**config.mk**
```make
export PLATFORM = sky130hd
export DESIGN_NAME = demux_router
export DESIGN_NICKNAME = d
export VERILOG_FILES = /design/src/rtl/demux_pkg.sv /design/src/rtl/demux_router.sv
export SDC_FILE = /design/constraint.sdc
export NUM_CORES = 1
export LEC_CHECK = 0
export CAP_MARGIN = 20
export CORE_AREA = 5 5 57 59
export CTS_BUF_LIST = sky130_fd_sc_hd__clkbuf_16
export DETAILED_ROUTE_END_ITERATION = 16
export DIE_AREA = 0 0 62 64
export PLACE_DENSITY = 0.74
export RECOVER_POWER = 100
export SLEW_MARGIN = 20
export SYNTH_ARGS = -nofsm -noshare
export SYNTH_HDL_FRONTEND = slang
export SYNTH_SLANG_ARGS = --single-unit
```
**constraint.sdc**
```tcl
create_clock -name clk -period 3.18 [get_ports clk]
set_input_delay 0.636 -clock clk [delete_from_list [all_inputs] [get_ports clk]]
set_output_delay 0.636 -clock clk [all_outputs]
set_load 0.03 [all_outputs]
```
**src/rtl/demux_pkg.sv**
```systemverilog
// Shared encodings and sizing for the demux_router result distributor.
package demux_pkg;

    localparam int DEFAULT_DATA_W = 16;
    localparam int NUM_DEST       = 3;

    typedef enum logic [1:0] {
        SEL_OUT0 = 2'd0,
        SEL_OUT1 = 2'd1,
        SEL_OUT2 = 2'd2,
        SEL_DROP = 2'd3
    } sel_e;

endpackage

```
**src/rtl/demux_router.sv**
```systemverilog
// Registered 1-to-3 demultiplexer with one holding stage and valid/ready flow control.
// Optional saturating discard counter enabled by defining DEMUX_DROP_CNT_EN.
module demux_router
    import demux_pkg::*;
#(
    parameter int DATA_W = DEFAULT_DATA_W,
    parameter int CNT_W  = 8
) (
    input  logic                clk,
    input  logic                rst,
    input  logic                in_valid,
    output logic                in_ready,
    input  logic [DATA_W-1:0]   in_data,
    input  logic [1:0]          in_sel,
    output logic [NUM_DEST-1:0] out_valid,
    input  logic [NUM_DEST-1:0] out_ready,
    output logic [DATA_W-1:0]   out_data,
    output logic [CNT_W-1:0]    drop_count
);

    logic              hold_vld_reg,  hold_vld_next;
    sel_e              hold_sel_reg,  hold_sel_next;
    logic [DATA_W-1:0] hold_data_reg, hold_data_next;

    logic [3:0] sel_ready;
    logic       retire;
    logic       accept;

    // The discard slot is always "ready", so a dropped word leaves one cycle after capture.
    assign sel_ready = {1'b1, out_ready};
    assign retire    = hold_vld_reg && sel_ready[hold_sel_reg];
    assign in_ready  = !hold_vld_reg || retire;
    assign accept    = in_valid && in_ready;

    always_comb begin
        hold_vld_next  = hold_vld_reg;
        hold_sel_next  = hold_sel_reg;
        hold_data_next = hold_data_reg;
        if (accept) begin
            hold_vld_next  = 1'b1;
            hold_sel_next  = sel_e'(in_sel);
            hold_data_next = in_data;
        end else if (retire) begin
            hold_vld_next  = 1'b0;
        end
    end

    always_ff @(posedge clk) begin
        if (rst) begin
            hold_vld_reg  <= 1'b0;
            hold_sel_reg  <= SEL_OUT0;
            hold_data_reg <= '0;
        end else begin
            hold_vld_reg  <= hold_vld_next;
            hold_sel_reg  <= hold_sel_next;
            hold_data_reg <= hold_data_next;
        end
    end

    assign out_data = hold_data_reg;

    generate
        for (genvar gi = 0; gi < NUM_DEST; gi++) begin : g_out_valid
            assign out_valid[gi] = hold_vld_reg && (hold_sel_reg == 2'(gi));
        end
    endgenerate

`ifdef DEMUX_DROP_CNT_EN
    logic [CNT_W-1:0] drop_cnt_reg, drop_cnt_next;

    always_comb begin
        drop_cnt_next = drop_cnt_reg;
        if (retire && (hold_sel_reg == SEL_DROP) && (drop_cnt_reg != '1)) begin
            drop_cnt_next = drop_cnt_reg + 1'b1;
        end
    end

    always_ff @(posedge clk) begin
        if (rst) begin
            drop_cnt_reg <= '0;
        end else begin
            drop_cnt_reg <= drop_cnt_next;
        end
    end

    assign drop_count = drop_cnt_reg;
`else
    assign drop_count = '0;
`endif

endmodule

```
After elaboration in Yosys (flattened, before gate mapping)
Index checks and enable logic that the tools add are counted.

storage, ports and cells
  memories kept = 0
  latch bits = 0
  output and inout bits = 28
  ROM bits = 0
  logic and storage cells = 19
  bits in registers = 19
  input bits = 24
  bits in writable memories = 0

operators by class
  $mul = 0
  reduce and logical (&&, ||, !) cells = 9
  shift-type cells = 0
  divide/modulo/power cells = 0
  multiplexer cells = 4
  add/subtract/negate cells = 0
  bitwise logic cells = 0
  equality and inequality tests = 2
  order comparisons = 1

operator list
  operator              number
  $logic_and A1 B1 Y1   5
  $lt A2 B3 Y1 const B  1
  $mux W1               3
  $bmux W1 S2           1
  $eq A2 B1 Y1 const B  1
  $eq A2 B2 Y1 const B  1
  $logic_not A2 Y1      1
  $reduce_bool A2 Y1    1
  $logic_not A1 Y1      1
  $logic_or A1 B1 Y1    1

Longest topological paths before layout
Gate-level depths: netlist of run 1.

  depth in word-level cells = 6
  mapped depth = 5
  gate-level depth less buffers = 3

Worst setup path after synthesis of run 1
No wires, ideal clock.

  kind = input-to-output
  start point = input out_ready[1]
  end point = output in_ready
  data required time = 2544 ps
  arrival time = 1217 ps
  buffers on the path = 0
  cell stages on the path = 3
  slack = 1327 ps
  cells stage by stage = mux2i_1 -> mux2_2 -> nand2_1

on the way
  longest elaborated chain between the ends = 4

RTL lines
  element                        line                source
  from (decl)                    demux_router.sv:16  input logic [NUM_DEST-1:0] out_ready,
  $bmux W1 S2                    demux_router.sv:31  assign retire = hold_vld_reg && sel_ready[hold_sel_reg];
  $mux W1 (not written as such)  demux_router.sv:31
  $logic_and A1 B1 Y1            demux_router.sv:31
  $logic_or A1 B1 Y1             demux_router.sv:32  assign in_ready = !hold_vld_reg || retire;
  to (decl)                      demux_router.sv:12  output logic in_ready,

Every way passes these cells. The select of a mux whose other input is x is not followed.

Worst setup path in the final report of run 1
Same ends and word-level chain as after synthesis.

==> flow_summary.yaml, run 1 <==
global_route:
  grt_usage_pct: 11.6
  antenna_found_initial: 0
  grt_max_degree: 38
  first_global_vias: 802
  globalRouteOverflowTotal: 0
  grt_pass1_wl_um: 3540
route:
  wirelength_um: 2240
  drtAntennaViolNets: 0
  drc: 0
  viasPerCell: 4.49
  drtIter0Drc: 12
  dr.pass1.iters: 2
  wl_per_cell_um: 12.9
  via_count: 777
worst_setup_path:
  r2r-start: "hold_sel_reg[1]$_SDFFE_PP0P_"
  crit_type: "primary input to output port"
  r2r_cells: 4
  critPathLaunchType: "primary input"
  cp.arrival_ps: 2330
  end_kind: "output port"
  reg2reg_to: "out_data[6]$_SDFFE_PP0P_"
  worstPathRequired_ps: 2540
  cp_max_fo: 3
  reg2reg_slack_ps: 1640
layout:
  layout_commonest_cell: "nand2b_1"
  fin_util_pct: 55.9
  final_nets: 167
  areaGrowthSynthToFinish_pct: 48.3
  antenna_cells: 0
  final_cell_mix: "34 x nand2b_1, 22 x clkdlybuf4s50_1, 21 x dlygate4sd3_1"
  largest_register_ffs: 16
  drive_above_1_share_pct: 7.04
  instances_no_fill: 173
clock_network:
  root_buffer: "clkbuf_16"
  clockBufferDepth: 2
  path_clk_slew_ps: 50
  hold_buffers: 0
  tritoncts: "yes"
  insertion_delay_ps: 250
  cts_buffers: 3
  cts_sinks: 19
  postCtsSetupBuffers: 0
  ctsResizeCount: 0
  htreeDepth: 1
synth:
  ys_seq_area_share_pct: 37.9
  synth.avg_cell_area_um2: 9.94
  ys_ff_latch: 19
  synthesis.area_mm2: 0.00100
  synthCells: 101
  synthTopCellsByArea: "dfxtp_1 38%, nand2b_1 21%, mux2i_1 19%"
  ys_warn_count: 0
  synth_top_area_share_pct: 37.9
  yosys.area.top_type: "dfxtp_1"
  ys_types: 20
min_path:
  hold_end: "out_data[11]$_SDFFE_PP0P_"
  hold_depth: 2
  min_path_type: "flip-flop to flip-flop"
  hp-start: "out_data[11]$_SDFFE_PP0P_"
placed_design:
  gp_congestion: 0.633
  dpl.hpwl_um: 1700
  place_ws_ps: 261
  placedCellCount: 169
  port_buffers: 43
run_status:
  status: "finished clean"
sta:
  fin_crit_ps: 2970
  max_freq_mhz: 337
  slew_violations: 0
  finalHoldViolCount: 0
  post-route-period-util_pct: 93.3
  timing.setup.tns_ps: 0
  tightest_slew_ps: 839
  finalSetupViolCount: 0
  setup_slack_ps: 213
  slew_headroom_pct: 43.9
  finClkSkew_ps: 3.03
  rsz0062_at_grt: "false"
die:
  core_mm2: 0.00266
  die_y_um: 64
  num_rows: 19
  die_x_um: 62
  die_area_mm2: 0.00397
  initial_utilization_pct: 37.7
  num_io_pins: 52
flow_run:
  max_cap_viol_count: 0
power_and_ir_drop:
  power_mw: 0.685
  leakage_nw: 0.649
  ir_drop_uv: 290
  power_density_mw_per_mm2: 460
[layer usage]
| layer | vias up | routed length (um) | GRT usage, % |
|---|---|---|---|
| met2 | 26 | 1200 | 21.2 |
| li1 | 394 | - | - |
| met4 | 0 | 45 | 6.37 |
| met3 | 6 | 145 | 1.61 |
| met5 | - | 0 | 0 |
| met1 | 351 | 843 | 12.1 |
[final cells by class]
type                       count  area, um2
tap                           31       38.8
timing repair buffer          44        438
inverter                       1       3.75
clock buffer                   3       75.1
sequential                    19        380
fill                         260       1170
clock inverter                 1       5.00
multi-input combinational     74        547
[power by group]
part           switching, mW  internal [mW]  total (mW)
clock                 0.0872          0.168       0.256
sequential            0.0111          0.256       0.267
combinational         0.0849         0.0772       0.162
[synth_stat cells]
library cell,number
mux2_2,1
mux2i_1,19
and3b_2,1
nor3b_1,1
nor2_1,2
buf_12,1
or2b_1,2
and2_2,1
buf_6,1
nand2_1,1
nand2b_1,34
dfxtp_1,19
and2b_1,1
and4bb_4,1
inv_1,1
clkbuf_1,4
a211oi_1,1
a211oi_2,1
buf_4,8
conb_1,1
[how the worst max path moves through the flow]
| stage | start | to | slack [ps] |
|---|---|---|---|
| after floorplan | out_ready[1] | in_ready | 1330 |
| after global placement | out_ready[1] | in_ready | 320 |
| after detailed placement | out_ready[1] | in_ready | 260 |
| after CTS | out_ready[1] | in_ready | 260 |
| after global routing | out_ready[1] | in_ready | 110 |
| final | out_ready[1] | in_ready | 210 |
[cell families (layout without fill, tap and decap cells)]
family | after synthesis | count (layout) | share of synthesized area, %
other | 1 | 8 | 0.374
buffers and inverters | 15 | 49 | 11.0
AOI/OAI and AO/OA | 2 | 2 | 2.00
and+or+nand+nor | 44 | 44 | 28.7
DFF | 19 | 19 | 37.9
muxes | 20 | 20 | 20.1
[stage by stage]
step | hold slack, ps | instance area (um2)
2_1_floorplan | 567 | 1030
3_3_place_gp | 458 | 1410
3_5_place_dp | 467 | 1410
4_1_cts | 474 | 1490
5_1_grt | 501 | 1490
6_report | 471 | 1490
[worst max-delay path, stage by stage]
cell,delay (ps)
clkdlybuf4s50_1,400
mux2i_1,330
mux2_2,240
nand2_1,50
dlygate4sd3_1,690
No activity file was read; power rests on OpenSTA's default activity.
==> run 2, diff against run 1 <==
--- a/config.mk
+++ b/config.mk
@@ -6,12 +6,12 @@
 export NUM_CORES = 1
 export LEC_CHECK = 0
 export CAP_MARGIN = 20
-export CORE_AREA = 5 5 57 59
+export CORE_AREA = 5 5 55 57
 export CTS_BUF_LIST = sky130_fd_sc_hd__clkbuf_16
 export DETAILED_ROUTE_END_ITERATION = 16
-export DIE_AREA = 0 0 62 64
-export PLACE_DENSITY = 0.74
-export RECOVER_POWER = 100
+export DIE_AREA = 0 0 60 62
+export PLACE_DENSITY = 0.8
+export RECOVER_POWER = 25
 export SLEW_MARGIN = 20
 export SYNTH_ARGS = -nofsm -noshare
 export SYNTH_HDL_FRONTEND = slang
==> flow_summary.yaml, run 2 (same netlist as run 1, synthesis figures left out) <==
placed_design:
  dpl.hpwl_um: 1710
  placed_area_mm2: 0.00141
  place_ws_ps: 245
  port_buffers: 43
  placedCellCount: 168
  gp_congestion: 0.754
worst_setup_path:
  r2r_cells: 4
  reg2reg_to: "out_data[12]$_SDFFE_PP0P_"
  critPathLaunchType: "primary input"
  cp.arrival_ps: 2290
  cp_max_fo: 3
  r2r-start: "hold_sel_reg[1]$_SDFFE_PP0P_"
  worstPathRequired_ps: 2540
  reg2reg_slack_ps: 1340
  crit_path_end: "in_ready"
  end_kind: "output port"
  crit_type: "primary input to output port"
  startpoint: "out_ready[1]"
sta:
  slew_headroom_pct: 43.1
  timing.setup.tns_ps: 0
  rsz0062_at_grt: "false"
  slew_violations: 0
  finalSetupViolCount: 0
  post-route-period-util_pct: 91.9
  finalHoldViolCount: 0
  setup_slack_ps: 258
  max_freq_mhz: 342
  fin_crit_ps: 2920
  tightest_slew_ps: 850
  finClkSkew_ps: 2.61
route:
  dr.pass1.iters: 4
  wirelength_um: 2190
  drc: 0
  wl_per_cell_um: 12.7
  drtAntennaViolNets: 0
  via_count: 788
  drtIter0Drc: 20
  viasPerCell: 4.58
layout:
  areaGrowthSynthToFinish_pct: 48.0
  largest_register_ffs: 16
  final_cell_mix: "34 x nand2b_1, 34 x clkdlybuf4s50_1, 19 x mux2i_1, 19 x dfxtp_1, 9 x dlygate4sd3_1"
  postLayoutCellArea_mm2: 0.00149
  final_nets: 167
  instances_no_fill: 172
  drive_above_1_share_pct: 6.34
  antenna_cells: 0
clock_network:
  tritoncts: "yes"
  postCtsSetupBuffers: 0
  htreeDepth: 1
  ctsResizeCount: 0
  insertion_delay_ps: 240
  hold_buffers: 0
  cts_buffers: 3
  root_buffer: "clkbuf_16"
  path_clk_slew_ps: 50
  cts_sinks: 19
  clockBufferDepth: 2
power_and_ir_drop:
  power_mw: 0.678
  leakage_nw: 0.623
  power_density_mw_per_mm2: 457
  ir_drop_uv: 281
global_route:
  grt_usage_pct: 11.9
  first_global_vias: 827
  antenna_found_initial: 0
  grt_pass1_wl_um: 3350
  grt_max_degree: 38
  globalRouteOverflowTotal: 0
die:
  core_mm2: 0.00243
  num_io_pins: 52
  num_rows: 18
  die_y_um: 62
  initial_utilization_pct: 41.3
  die_x_um: 60
  die_area_mm2: 0.00372
run_status:
  status: "finished clean"
min_path:
  min_path_type: "flip-flop to flip-flop"
flow_run:
  max_cap_viol_count: 0
==> run 2: cell types whose count changed in the layout (fill, tap and decap cells not counted), sizes merged <==
cell           delta
clkdlybuf4s50    +12
clkinv            -1
dlygate4sd3      -12
inv               +1
==> run 2: worst max-delay path, stage by stage <==
cell	delay, ps
clkdlybuf4s50_1	460
mux2i_1	140
mux2_2	300
nand2_1	70
clkdlybuf4s50_1	670
==> run 2: worst min-delay path by stage <==
stage / start / end / slack, ps / depth (start not counted)
floorplan: hold_sel_reg[1]$_SDFFE_PP0P_ / hold_sel_reg[1]$_SDFFE_PP0P_ / 570 / 2
global placement: out_data[5]$_SDFFE_PP0P_ / out_data[5]$_SDFFE_PP0P_ / 460 / 2
detailed placement: out_data[10]$_SDFFE_PP0P_ / out_data[10]$_SDFFE_PP0P_ / 460 / 2
CTS: out_data[10]$_SDFFE_PP0P_ / out_data[10]$_SDFFE_PP0P_ / 480 / 2
global route: out_data[5]$_SDFFE_PP0P_ / out_data[5]$_SDFFE_PP0P_ / 500 / 2
finish: out_data[15]$_SDFFE_PP0P_ / out_data[15]$_SDFFE_PP0P_ / 470 / 2
==> run 2: metrics by stage <==
step                      hold slack (ps)  utilization [%]
after floorplan                       567                -
after global placement                459             57.8
after detailed placement              462             57.8
after CTS                             477             61.1
after global routing                  502             61.1
final                                 470             61.1
==> run 2: per-layer routing <==
metal / track usage [%] / vias to the layer above / share of wire (%)
li1: - / 392 / -
met1: 12.7 / 366 / 38
met2: 23.1 / 28 / 56
met3: 2.07 / 2 / 5.2
met4: 4.75 / 0 / 1.2
met5: 0 / - / 0
==> run 2: layout make-up <==
class | instances | area (um2)
tap | 30 | 37.5
fill | 202 | 947
sequential | 19 | 380
clock inverter | 1 | 3.75
clock buffer | 3 | 75.1
multi-input combinational | 74 | 547
timing repair buffer | 44 | 438
inverter | 1 | 3.75
==> run 2: power by group <==
part	switching (mW)	internal (mW)	leakage [nW]
logic	0.0853	0.0808	0.423
registers	0.0118	0.256	0.157
clock network	0.0778	0.167	0.0423
==> run 3, diff against run 2 <==
--- a/config.mk
+++ b/config.mk
@@ -12,6 +12,7 @@
 export DIE_AREA = 0 0 60 62
 export PLACE_DENSITY = 0.8
 export RECOVER_POWER = 25
+export SKIP_LAST_GASP = 1
 export SLEW_MARGIN = 20
 export SYNTH_ARGS = -nofsm -noshare
 export SYNTH_HDL_FRONTEND = slang
==> results of run 3 <==
Same layout as run 2: the final DEF is identical, and so are final timing and power.
